[config.mk]
export PLATFORM = sky130hd
export DESIGN_NAME = udp_tx_scheduler
export DESIGN_NICKNAME = d
export VERILOG_FILES = /design/src/rtl/udp_tx_scheduler.sv
export SDC_FILE = /design/constraint.sdc
export NUM_CORES = 1
export LEC_CHECK = 0
export CAP_MARGIN = 20
export CORE_MARGIN = 8
export CORE_UTILIZATION = 49
export DETAILED_ROUTE_END_ITERATION = 7
export HOLD_SLACK_MARGIN = 0.06
export PLACE_DENSITY = 0.82
export SETUP_SLACK_MARGIN = 0.05
export SYNTH_ARGS = -nofsm -noshare
export SYNTH_HDL_FRONTEND = slang
export SYNTH_SLANG_ARGS = --single-unit
[constraint.sdc]
create_clock -name clk_i -period 3.31 [get_ports clk_i]
set_input_delay 0.662 -clock clk_i [delete_from_list [all_inputs] [get_ports clk_i]]
set_output_delay 0.662 -clock clk_i [all_outputs]
set_load 0.05 [all_outputs]
[src/rtl/udp_tx_scheduler.sv]
// rtl/udp_tx_scheduler.sv - round-robin frame scheduler feeding the UDP TX encoder with fixed-length payloads
module udp_tx_scheduler #(
    parameter int N_SRC      = 4,
    parameter int IFG_CYCLES = 12,
    parameter int IDX_W      = $clog2(N_SRC)
) (
    input  logic                 clk_i,
    input  logic                 rstn_i,
    input  logic                 enable_i,
    input  logic [15:0]          payload_bytes_i,
    input  logic [N_SRC*16-1:0]  src_port_i,
    input  logic [N_SRC*8-1:0]   s_tdata_i,
    input  logic [N_SRC-1:0]     s_tvalid_i,
    input  logic [N_SRC-1:0]     s_tlast_i,
    output logic [N_SRC-1:0]     s_tready_o,
    output logic [7:0]           m_tdata_o,
    output logic                 m_tvalid_o,
    output logic                 m_tlast_o,
    input  logic                 m_tready_i,
    output logic [15:0]          m_port_o,
    output logic [IDX_W-1:0]     m_grant_o,
    output logic                 busy_o,
    output logic [15:0]          pad_cnt_o,
    output logic [15:0]          trunc_cnt_o
);

    typedef enum logic [2:0] {IDLE, SEND, PAD, DRAIN, GAP} state_t;

    localparam logic [15:0] GAP_LAST  = (IFG_CYCLES > 0) ? 16'(IFG_CYCLES - 1) : 16'd0;
    localparam state_t      AFTER_EOF = (IFG_CYCLES > 0) ? GAP : IDLE;

    state_t           state;
    logic [IDX_W-1:0] ptr;
    logic [15:0]      len;
    logic [15:0]      cnt;
    logic [15:0]      gap_cnt;

    logic [7:0]       src_data [N_SRC];
    logic [15:0]      src_port [N_SRC];
    logic [IDX_W-1:0] pick;
    logic [IDX_W-1:0] next_ptr;
    logic             g_valid, g_last, is_last, gap_done, do_grant;

    always_comb begin
        for (int j = 0; j < N_SRC; j++) begin
            src_data[j] = s_tdata_i[8*j +: 8];
            src_port[j] = src_port_i[16*j +: 16];
        end
    end

    // Lowest requester at or above ptr wins; if none, wrap to the lowest requester overall.
    always_comb begin
        pick = '0;
        for (int j = N_SRC - 1; j >= 0; j--) begin
            if (s_tvalid_i[j]) pick = IDX_W'(j);
        end
        for (int j = N_SRC - 1; j >= 0; j--) begin
            if (s_tvalid_i[j] && (j >= int'(ptr))) pick = IDX_W'(j);
        end
    end

    assign g_valid  = s_tvalid_i[m_grant_o];
    assign g_last   = s_tlast_i[m_grant_o];
    assign is_last  = (cnt == len - 16'd1);
    assign gap_done = (gap_cnt == GAP_LAST);
    assign next_ptr = (m_grant_o == IDX_W'(N_SRC - 1)) ? '0 : m_grant_o + 1'b1;
    // The final GAP cycle doubles as arbitration so back-to-back frames sit exactly IFG_CYCLES idle clocks apart.
    assign do_grant = enable_i && (payload_bytes_i != 16'd0) && (|s_tvalid_i)
                      && ((state == IDLE) || ((state == GAP) && gap_done));
    assign busy_o   = (state != IDLE);

    always_comb begin
        m_tvalid_o = 1'b0;
        m_tdata_o  = 8'd0;
        m_tlast_o  = 1'b0;
        s_tready_o = '0;
        case (state)
            SEND: begin
                m_tvalid_o            = g_valid;
                m_tdata_o             = src_data[m_grant_o];
                m_tlast_o             = is_last;
                s_tready_o[m_grant_o] = m_tready_i;
            end
            PAD: begin
                m_tvalid_o = 1'b1;
                m_tlast_o  = is_last;
            end
            DRAIN: s_tready_o[m_grant_o] = 1'b1;
            default: ;
        endcase
    end

    always_ff @(posedge clk_i or negedge rstn_i) begin
        if (!rstn_i) begin
            state       <= IDLE;
            ptr         <= '0;
            len         <= 16'd0;
            cnt         <= 16'd0;
            gap_cnt     <= 16'd0;
            m_port_o    <= 16'd0;
            m_grant_o   <= '0;
            pad_cnt_o   <= 16'd0;
            trunc_cnt_o <= 16'd0;
        end else if (do_grant) begin
            state     <= SEND;
            m_grant_o <= pick;
            m_port_o  <= src_port[pick];
            len       <= payload_bytes_i;
            cnt       <= 16'd0;
        end else begin
            case (state)
                SEND: if (g_valid && m_tready_i) begin
                    cnt <= cnt + 16'd1;
                    if (is_last) begin
                        ptr     <= next_ptr;
                        gap_cnt <= 16'd0;
                        state   <= g_last ? AFTER_EOF : DRAIN;
                        if (!g_last && trunc_cnt_o != 16'hFFFF) trunc_cnt_o <= trunc_cnt_o + 16'd1;
                    end else if (g_last) begin
                        state <= PAD;
                        if (pad_cnt_o != 16'hFFFF) pad_cnt_o <= pad_cnt_o + 16'd1;
                    end
                end
                PAD: if (m_tready_i) begin
                    cnt <= cnt + 16'd1;
                    if (is_last) begin
                        ptr     <= next_ptr;
                        gap_cnt <= 16'd0;
                        state   <= AFTER_EOF;
                    end
                end
                DRAIN: if (g_valid && g_last) begin
                    gap_cnt <= 16'd0;
                    state   <= AFTER_EOF;
                end
                GAP: begin
                    if (gap_done) state <= IDLE;
                    else          gap_cnt <= gap_cnt + 16'd1;
                end
                default: ;
            endcase
        end
    end

endmodule
==> results.toml <==
[die]
design.die.area_um2 = 17200
die_w_um = 131
rows = 42
ios = 189
initial_utilization_pct = 49.7
core_area_um2 = 13100
fp.dieH_um = 131

[cts]
cts_htree_levels = 3
cts-buffers-inserted = 9
clk_pin_slew_ns = 0.07
clk-insertion-delay-late_ns = 0.35
cts-root-buf = "clkbuf_16"
clk_path_buf_depth = 2
postCtsHoldBufs = 0
clkSinkCount = 103
cts_tree = "done"

[placed_design]
dp_hpwl_um = 14400
routabilityCongestion = 0.904
portBuffers = 188
post-place-ws_ns = 0.114
dpl.cell_count = 1068

[route]
wl_per_cell_um = 17.2
antenna_left = 0
via_per_inst = 5.55
vias = 6056
drt_iter0_drc = 495
drc_errors = 0
wl_um = 18800
drtPass1Iterations = 5

[worst_hold_path]
hold_path.class = "input pin to async pin"

[timing]
skew_ns = 0.00675
hold_viol = 0
finalSetupViolations = 0
slew_headroom_pct = 58.5
tightest_slew_ns = 0.621
rsz0062_at_grt = "yes"
fin_crit_sh_pct = 97.5
hold_ws_ns = 0.254
tns_ns = 0
worst_slack_ns = 0.0824
fmax_mhz = 310
final_max_slew_viol_count = 0
min_period_ns = 3.23

[finish]
syn2layout_area_growth_pct = 40.1
final_layout_size_suffix_gt1_share_pct = 10.9
multi_input_area_um2 = 3760
layout_commonest_cell = "clkdlybuf4s50_1"
fin_cells = 1092
register_area_um2 = 2580
diodes = 0
final_nets = 1044
nFillCells = 1000
final_cell_mix = "clkdlybuf4s50_1, nand2_1, dfrtp_1, o21ai_0, nor2_1"

[grt]
grt_overflow = 0
grt_pass1_vias = 6062
antenna_found_initial = 2
grt_max_degree = 71
grt_pass1_wl_um = 30900
grtUsageTotal_pct = 21.7

[setup_path]
crit_family = "simple AND/OR/NAND/NOR gates"
slowest_delay_ns = 0.51
cp_num_buf_inv = 1
start_kind = "flip-flop"
worstPathCellList = "or3_4 -> or4_1 -> a32oi_1 -> mux2i_2 -> and4b_2 -> buf_12"
cp-end-kind = "output pin"
arrival_ns = 2.57
path_class = "flip-flop to output pin"
cp_slowest_cell = "or4_1"
worstPathRequired_ns = 2.65
cp_max_fo = 5

[synthesis]
synth_area_per_cell_um2 = 9.05
synthCells = 719
synth_seq_area_share_pct = 39.6
async_reset_ff_share_pct = 100
yosys.area.top_type_share_pct = 39.6
synth_area_um2 = 6500
synth_edf_count = 0
yosys.cell_types.count = 66
synth-seq-cells = 103
ys_top_cells_by_area = "dfrtp_1, nand2_1, xor2_1"
ys.flop_type = "dfrtp_1"
yosysWarnings = 0
syn_nets = 852
synth_top_area_cell = "dfrtp_1"

[power]
powerDensity_nw_per_um2 = 617
ir_drop_mv = 0.376
power.leakage_nw = 3.96
power_mw = 5.63

[status]
status = "finished clean"

[job]
cap_violations = 0
## cell usage after synthesis, types with 6 or more instances
| cell | instances |
|---|---|
| nand2_1 | 116 |
| dfrtp_1 | 103 |
| o21ai_0 | 48 |
| nor2_1 | 47 |
| xor2_1 | 43 |
| nand3_1 | 34 |
| xnor2_1 | 31 |
| nor3_1 | 30 |
| clkbuf_1 | 24 |
| mux2i_1 | 20 |
| mux2_2 | 16 |
| nand4_1 | 16 |
| and3_1 | 15 |
| inv_1 | 15 |
| nor2b_1 | 14 |
| a21oi_1 | 12 |
| and4_1 | 10 |
| mux4_2 | 10 |
| nor4_1 | 10 |
| ha_1 | 9 |
| and2_1 | 8 |
| a211oi_1 | 6 |
| buf_2 | 6 |
| nand3b_1 | 6 |
## final timing paths
check,start,end,slack (ns),cells past startpoint
setup reg to reg,len[4],ptr[0],0.26,9
hold reg to reg,m_port_o[11],m_port_o[11],0.48,2
hold / removal,rstn_i,trunc_cnt_o[5],0.25,1
min in group clk_i,m_port_o[11],m_port_o[11],0.48,2
setup / recovery,len[4],m_tlast_o,0.08,6
max in group asynchronous,rstn_i,len[3],2.32,2
## power breakdown
part	switching [mW]	internal, mW	leakage, nW
Sequential	0.369	1.58	1.32
Combinational	1.44	1.17	2.50
Clock	0.468	0.607	0.146
## cell families (layout without fill, tap and decap cells)
group | after synthesis | in the layout | synth area share [%]
and+or+nand+nor | 333 | 333 | 25.9
DFF | 103 | 103 | 39.6
AOI/OAI and AO/OA | 98 | 98 | 9.39
xor gates and xnor gates | 74 | 74 | 9.97
buffers and inverters | 51 | 248 | 3.23
muxes | 50 | 50 | 10.0
adders and majority gates | 10 | 10 | 1.89
## layer usage
layer / up-vias / global-route usage [%] / part of all wire, %
met3: 22 / 8.19 / 8.7
met5: - / 0 / 0.14
met1: 2925 / 25.6 / 41
met2: 175 / 35.6 / 49
met4: 4 / 7.55 / 1.6
li1: 2930 / - / -
## sequential cells by signal, summed over array words and instances (netlist names)
| name | cells |
|---|---|
| trunc_cnt_o | 16 |
| pad_cnt_o | 16 |
| len | 16 |
| m_grant_o | 2 |
| ptr | 2 |
| m_port_o | 16 |
| state | 3 |
| gap_cnt | 16 |
| cnt | 16 |
## layout make-up
cell class / instances / share of cell area (%)
Clock buffer: 11 / 2.66
Clock inverter: 5 / 0.618
Inverter: 15 / 0.618
Multi-Input combinational cell: 565 / 41.3
Sequential cell: 103 / 28.4
Tap cell: 176 / 2.42
Timing Repair Buffer: 217 / 24.1
## metrics by stage
stage | util (%) | cell area (um^2)
CTS | 69.3 | 9070
floorplan | - | 6500
global route | 69.6 | 9110
global placement | 66.6 | 8710
finish | 69.6 | 9110
detailed placement | 66.6 | 8710
## repair_timing
action / 4_1_cts / 5_1_grt
setup endpoints to repair: 1 / 1
resized for setup: 6 / 8
buffers inserted: 6 / 2
pin swaps: 3 / 4
Power figures use the tool's default switching activity.
